**src/rtl/var_snapshot_reader_if.sv**
```systemverilog
// Byte-stream and array-read bus between the snapshot reader, the
// variable storage (array side) and the downstream byte sink.
interface var_snapshot_reader_if;
  // Stream towards the sink
  logic [7:0] out_data;
  logic       out_valid;
  logic       out_ready;
  logic       out_last;
  // Array read port towards the storage
  logic       arr_rd_en;
  logic [3:0] arr_addr;
  logic [7:0] arr_rdata;

  // Reader side: drives the stream and the array read strobe/address
  modport master (
    output out_data,
    output out_valid,
    output out_last,
    output arr_rd_en,
    output arr_addr,
    input  out_ready,
    input  arr_rdata
  );

  // Sink/storage side
  modport slave (
    input  out_data,
    input  out_valid,
    input  out_last,
    input  arr_rd_en,
    input  arr_addr,
    output out_ready,
    output arr_rdata
  );
endinterface

```
**src/rtl/var_snapshot_reader.sv**
```systemverilog
// Snapshot reader: captures the scalar variables on request, reads the byte
// array one entry at a time and streams everything out as a framed byte
// stream terminated by an XOR checksum byte.
module var_snapshot_reader #(
  parameter int         ARRAY_DEPTH = 10,
  parameter logic [7:0] HEADER      = 8'hA5
) (
  input  logic                   clk,
  input  logic                   reset,
  input  logic                   snap_req,
  input  logic                   in_bit,
  input  logic [15:0]            in_16,
  input  logic [31:0]            in_32,
  input  logic [63:0]            in_64,
  var_snapshot_reader_if.master  bus,
  output logic                   busy,
  output logic                   overrun
);

  localparam logic [3:0] LAST_ADDR   = 4'(ARRAY_DEPTH - 1);
  localparam logic [3:0] LAST_SCALAR = 4'd14;

  typedef enum logic [2:0] {
    IDLE,
    HDR,
    SCALAR,
    ARR_RD,
    ARR_SEND,
    CSUM
  } state_t;

  state_t       state_q, state_d;
  // 15 scalar bytes, MSB-first; the byte on the wire is always the top one
  logic [119:0] cap_q, cap_d;
  logic [3:0]   idx_q, idx_d;
  logic [3:0]   addr_q, addr_d;
  logic [7:0]   csum_q, csum_d;
  logic [7:0]   arr_q, arr_d;
  // Set once arr_rdata has been latched for the current array byte
  logic         hold_q, hold_d;
  logic         overrun_q, overrun_d;

  logic [7:0]   out_data_c;
  logic         out_valid_c;
  logic         out_last_c;
  logic         rd_en_c;

  // State register
  always_ff @(posedge clk or posedge reset) begin
    if (reset) begin
      state_q <= IDLE;
    end else begin
      state_q <= state_d;
    end
  end

  // Datapath registers: captured scalars, counters, checksum, array byte
  always_ff @(posedge clk or posedge reset) begin
    if (reset) begin
      cap_q     <= '0;
      idx_q     <= '0;
      addr_q    <= '0;
      csum_q    <= '0;
      arr_q     <= '0;
      hold_q    <= 1'b0;
      overrun_q <= 1'b0;
    end else begin
      cap_q     <= cap_d;
      idx_q     <= idx_d;
      addr_q    <= addr_d;
      csum_q    <= csum_d;
      arr_q     <= arr_d;
      hold_q    <= hold_d;
      overrun_q <= overrun_d;
    end
  end

  // Next-state, datapath updates and stream outputs
  always_comb begin
    state_d     = state_q;
    cap_d       = cap_q;
    idx_d       = idx_q;
    addr_d      = addr_q;
    csum_d      = csum_q;
    arr_d       = arr_q;
    hold_d      = hold_q;
    overrun_d   = overrun_q;
    out_data_c  = 8'h00;
    out_valid_c = 1'b0;
    out_last_c  = 1'b0;
    rd_en_c     = 1'b0;

    // A request that cannot be honoured is only remembered, never queued;
    // this includes the cycle on which the checksum byte is accepted.
    if (snap_req && (state_q != IDLE)) begin
      overrun_d = 1'b1;
    end

    case (state_q)
      IDLE: begin
        if (snap_req) begin
          state_d = HDR;
          cap_d   = {7'b0, in_bit, in_16, in_32, in_64};
          idx_d   = '0;
          addr_d  = '0;
          csum_d  = '0;
        end
      end

      HDR: begin
        out_valid_c = 1'b1;
        out_data_c  = HEADER;
        if (bus.out_ready) begin
          csum_d  = csum_q ^ out_data_c;
          state_d = SCALAR;
        end
      end

      SCALAR: begin
        out_valid_c = 1'b1;
        out_data_c  = cap_q[119:112];
        if (bus.out_ready) begin
          csum_d = csum_q ^ out_data_c;
          cap_d  = {cap_q[111:0], 8'h00};
          if (idx_q == LAST_SCALAR) begin
            state_d = ARR_RD;
          end else begin
            idx_d = idx_q + 4'd1;
          end
        end
      end

      ARR_RD: begin
        rd_en_c = 1'b1;
        hold_d  = 1'b0;
        state_d = ARR_SEND;
      end

      ARR_SEND: begin
        // Read data is only valid in the first cycle here, so it is passed
        // straight through then and replayed from arr_q while stalled.
        out_valid_c = 1'b1;
        out_data_c  = hold_q ? arr_q : bus.arr_rdata;
        if (!hold_q) begin
          arr_d  = bus.arr_rdata;
          hold_d = 1'b1;
        end
        if (bus.out_ready) begin
          csum_d = csum_q ^ out_data_c;
          if (addr_q == LAST_ADDR) begin
            state_d = CSUM;
          end else begin
            addr_d  = addr_q + 4'd1;
            state_d = ARR_RD;
          end
        end
      end

      CSUM: begin
        out_valid_c = 1'b1;
        out_data_c  = csum_q;
        out_last_c  = 1'b1;
        if (bus.out_ready) begin
          state_d = IDLE;
        end
      end

      default: begin
        state_d = IDLE;
      end
    endcase
  end

  assign bus.out_data  = out_data_c;
  assign bus.out_valid = out_valid_c;
  assign bus.out_last  = out_last_c;
  assign bus.arr_rd_en = rd_en_c;
  assign bus.arr_addr  = addr_q;
  assign busy          = (state_q != IDLE);
  assign overrun       = overrun_q;

endmodule

```
**src/flat_wrapper.sv**
```systemverilog
// flat-port wrapper written by rule: the top's interface ports become plain ports
module var_snapshot_reader_flat 
#(
  parameter int         ARRAY_DEPTH = 10,
  parameter logic [7:0] HEADER      = 8'hA5
)
  (clk, reset, snap_req, in_bit, in_16, in_32, in_64, busy, overrun, bus_out_data, bus_out_valid, bus_out_last, bus_arr_rd_en, bus_arr_addr, bus_out_ready, bus_arr_rdata);
  var_snapshot_reader_if bus_i ();
  input  logic clk;
  input  logic reset;
  input  logic snap_req;
  input  logic in_bit;
  input  logic [15:0] in_16;
  input  logic [31:0] in_32;
  input  logic [63:0] in_64;
  output logic busy;
  output logic overrun;
  output wire logic [$bits(bus_i.out_data)-1:0] bus_out_data;
  output wire logic [$bits(bus_i.out_valid)-1:0] bus_out_valid;
  output wire logic [$bits(bus_i.out_last)-1:0] bus_out_last;
  output wire logic [$bits(bus_i.arr_rd_en)-1:0] bus_arr_rd_en;
  output wire logic [$bits(bus_i.arr_addr)-1:0] bus_arr_addr;
  input wire logic [$bits(bus_i.out_ready)-1:0] bus_out_ready;
  input wire logic [$bits(bus_i.arr_rdata)-1:0] bus_arr_rdata;
  assign bus_out_data = bus_i.out_data;
  assign bus_out_valid = bus_i.out_valid;
  assign bus_out_last = bus_i.out_last;
  assign bus_arr_rd_en = bus_i.arr_rd_en;
  assign bus_arr_addr = bus_i.arr_addr;
  assign bus_i.out_ready = bus_out_ready;
  assign bus_i.arr_rdata = bus_arr_rdata;
  var_snapshot_reader #(.ARRAY_DEPTH(ARRAY_DEPTH), .HEADER(HEADER)) u_core (.clk(clk), .reset(reset), .snap_req(snap_req), .in_bit(in_bit), .in_16(in_16), .in_32(in_32), .in_64(in_64), .bus(bus_i), .busy(busy), .overrun(overrun));
endmodule
```
**config.mk**
```make
export PLATFORM = sky130hd
export DESIGN_NAME = var_snapshot_reader_flat
export DESIGN_NICKNAME = d
export VERILOG_FILES = /design/src/rtl/var_snapshot_reader_if.sv /design/src/rtl/var_snapshot_reader.sv /design/src/flat_wrapper.sv
export SDC_FILE = /design/constraint.sdc
export NUM_CORES = 1
export LEC_CHECK = 0
export ABC_AREA = 1
export BUFFER_PORTS_ARGS = -buffer_cell sky130_fd_sc_hd__buf_2
export CORE_MARGIN = 4
export CORE_UTILIZATION = 40
export DETAILED_ROUTE_END_ITERATION = 10
export PLACE_DENSITY = 0.59
export SYNTH_ARGS = -nofsm -noshare
export SYNTH_HDL_FRONTEND = slang
export SYNTH_SLANG_ARGS = --single-unit
```
**constraint.sdc**
```tcl
create_clock -name clk -period 7 [get_ports clk]
set_input_delay 0.7 -clock clk [delete_from_list [all_inputs] [get_ports clk]]
set_output_delay 0.7 -clock clk [all_outputs]
set_load 0.01 [all_outputs]
```
==> results.py <==
metrics = {
    "yosys": {
        "synth_area_leaders": "dfrtp_1, o211ai_2, o21ai_2",
        "syn_avg_cell_area_um2": 9.24,
        "yosys.area.top_type": "dfrtp_1",
        "syn_nets": 1039,
        "yosys_warnings": 0,
        "synth_seq_area_share_pct": 44.4,
        "synth-seq-cells": 149,
        "yosysUniqueCellTypes": 32,
        "synth_top_cell_area_share_pct": 44.4,
        "syn_area_um2": 8410,
        "netlist_instances": 910,
    },
    "sta": {
        "setup_tns_ps": 0,
        "slew-limit-headroom_pct": 25.1,
        "period_needed_ps": 3160,
        "rsz0062_at_grt": "no",
        "fin_skew_ps": 9.73,
        "slew_viol_final": 0,
        "min_period_over_period_pct": 45.2,
        "hold_violations": 0,
        "tightest_slew_ps": 1120,
        "worst_slack_ps": 3840,
        "final-setup-viol-count": 0,
        "max_freq_ghz": 0.316,
    },
    "global_route": {
        "grt.overflow.total": 0,
        "grt_pass1_wl_mm": 31.3,
        "grt_use_total_pct": 16.2,
        "grt_pass1_vias": 6165,
        "grt_max_degree": 90,
        "antenna_found_initial": 4,
    },
    "floorplan": {
        "ios": 142,
        "coreArea_um2": 20400,
        "dieArea_um2": 23400,
        "fp.dieW_um": 153,
        "die_h_um": 153,
        "start_util_pct": 41.2,
        "rows": 52,
    },
    "place": {
        "post-place-ws_ps": 3840,
        "gp_congestion": 0.793,
        "portBuffers": 141,
        "dp.cells": 1272,
        "dp_hpwl_mm": 12.9,
    },
    "worst_setup_path": {
        "critical_path_class": "reg -> out",
        "slowest_stage": "nor2_4",
        "reg2reg_depth": 7,
        "critical_path_depth": 6,
        "cp.required_ps": 6300,
        "slowest_delay_ps": 820,
        "cp.arrival_ps": 2460,
        "crit_fanout": 41,
        "cp-start-kind": "flop",
        "cp-end-kind": "primary output",
        "crit_family": "simple AND/OR/NAND/NOR gates",
        "path_cells": "inv_2 > nand2_2 > nor2_4 > nand2_1 > nand3_1 > buf_2",
        "path_buf_inv": 2,
    },
    "route": {
        "routed_wl_mm": 18.8,
        "wl_per_cell_um": 14.4,
        "vias": 6367,
        "drt-pass1-iter-count": 4,
        "drt_iter0_markers": 282,
        "viasPerCell": 4.88,
        "antenna_left": 0,
        "drc": 0,
    },
    "cells_and_area": {
        "fillCellCount": 2000,
        "final_cells": 1304,
        "final_common_cell": "nand2_1",
        "drive_gt1_share_pct": 36.6,
        "final_cell_mix": "nand2_1, dfrtp_1, inv_1",
        "fin_util_pct": 47.4,
        "syn_to_final_growth_pct": 15.2,
        "nNetsFinal": 1150,
        "diodes": 0,
    },
    "clocking": {
        "clock-root-buffer": "clkbuf_16",
        "path_clk_slew_ps": 60,
        "worstSkewPairLatency_ps": 420,
        "numCtsBuffers": 17,
        "cts_resized": 0,
        "post_cts_buffers": 0,
        "cts_sinks": 149,
        "h-tree-depth": 4,
        "holdBufCountCts": 0,
        "clock_path_buffers": 2,
        "cts_tree": "done",
    },
    "hold_path": {
        "hp-class": "in -> async",
    },
    "power_and_ir_drop": {
        "internal_power_mw": 2.65,
        "p_sw_mw": 1.99,
        "combinationalPowerShare_pct": 48.3,
        "powerDensity_nw_per_um2": 479,
        "power_mw": 4.64,
        "swShare_pct": 42.9,
        "p_leak_nw": 4.51,
        "vdd_drop_max_v": 0.000246,
        "seqPwrFrac_pct": 30.8,
        "clock_power_share_pct": 20.9,
    },
    "run": {
        "cap_violations": 0,
    },
    "run_status": {
        "status": "finished, final reports clean",
    },
}
==> sequential cells by signal, indices dropped and copies added, names as in the netlist <==
| signal | cells |
|---|---|
| u_core.overrun | 1 |
| u_core.bus.arr_addr | 4 |
| u_core.cap_q | 120 |
| u_core.idx_q | 4 |
| u_core.csum_q | 8 |
| u_core.hold_q | 1 |
| u_core.state_q | 3 |
| u_core.arr_q | 8 |
==> routing by layer <==
metal | share of wire (%) | global-route usage [%] | up-vias
met1 | 47 | 23.1 | 2975
met4 | 0.95 | 4.12 | 8
met5 | 0.36 | 0 | -
met2 | 46 | 24.4 | 118
li1 | - | - | 3244
met3 | 5.4 | 4.83 | 22
==> power groups by stage <==
stage	clock (mW)	combinational [mW]	sequential, mW
floorplan	0	2.05	1.40
global placement	0	2.24	1.44
detailed placement	0	2.27	1.45
CTS	0.991	2.28	1.43
global route	1.03	2.54	1.47
finish	0.969	2.24	1.43
==> path summary, 6_finish.rpt <==
| path | endpoint | slack [ps] | start |
|---|---|---|---|
| hold / removal | u_core.cap_q[71]$_DFFE_PP0P_ | 390 | reset |
| max in group asynchronous | u_core.state_q[0]$_DFFE_PP0P_ | 5120 | reset |
| min in group clk | u_core.overrun$_DFFE_PP0P_ | 450 | u_core.overrun$_DFFE_PP0P_ |
| hold reg to reg | u_core.overrun$_DFFE_PP0P_ | 450 | u_core.overrun$_DFFE_PP0P_ |
| setup reg to reg | u_core.cap_q[67]$_DFFE_PP0P_ | 3850 | u_core.state_q[2]$_DFFE_PP0P_ |
| setup / recovery | bus_out_data[4] | 3840 | u_core.state_q[2]$_DFFE_PP0P_ |
==> synth_stat cells <==
| cell | n |
|---|---|
| nand2_2 | 5 |
| o211ai_2 | 90 |
| nand3_1 | 33 |
| nand3_2 | 1 |
| clkbuf_1 | 3 |
| o21ai_0 | 31 |
| nor2_2 | 5 |
| o211ai_1 | 18 |
| or2_2 | 1 |
| nand3b_1 | 1 |
| buf_6 | 5 |
| o2111ai_1 | 3 |
| o21ai_1 | 13 |
| nor2_1 | 35 |
| ha_1 | 4 |
| nor2_4 | 4 |
| buf_8 | 10 |
| buf_1 | 3 |
| inv_1 | 148 |
| buf_2 | 22 |
| dfrtp_1 | 149 |
| a21oi_1 | 20 |
| clkinv_1 | 1 |
| o21ai_2 | 91 |
| a21o_1 | 1 |
| nand2_1 | 184 |
| buf_4 | 13 |
| inv_2 | 3 |
| o22ai_1 | 6 |
| nor3_1 | 1 |
| nand4_1 | 2 |
| xor2_1 | 4 |
==> cell families (layout without fill, tap and decap cells) <==
| logic type | after synthesis | count (layout) | synth area share, % |
|---|---|---|---|
| compound gates | 273 | 273 | 29.1 |
| simple gates | 272 | 272 | 13.5 |
| buf+inv | 208 | 332 | 12.0 |
| flops | 149 | 149 | 44.4 |
| fa+ha+maj | 4 | 4 | 0.595 |
| xor+xnor | 4 | 4 | 0.417 |
==> final cells by class <==
class | count | area [um2] | share of cell area [%]
clock inverters | 12 | 180 | 1.86
inverters | 152 | 576 | 5.94
multi-input cells | 553 | 3670 | 37.9
repair buffers | 148 | 758 | 7.83
well taps | 270 | 338 | 3.49
flip-flops and latches | 149 | 3730 | 38.5
clock buffers | 20 | 437 | 4.51
==> worst reg2reg max path, cell delays in order, from the launching register on <==
cell      delay, ps
dfrtp_1         460
inv_2           170
nand2_2         120
nor2_4          820
buf_4           970
nand2_1         240
o211ai_2        150
o21ai_2          70
==> through the flow <==
| step | cell area (um2) | hold slack, ps |
|---|---|---|
| 3_5_place_dp | 9070 | 439 |
| 6_report | 9690 | 387 |
| 2_1_floorplan | 8410 | 475 |
| 3_3_place_gp | 9070 | 440 |
| 4_1_cts | 9690 | 433 |
| 5_1_grt | 9690 | 456 |
Note: power is estimated with default switching activity, not from simulation.
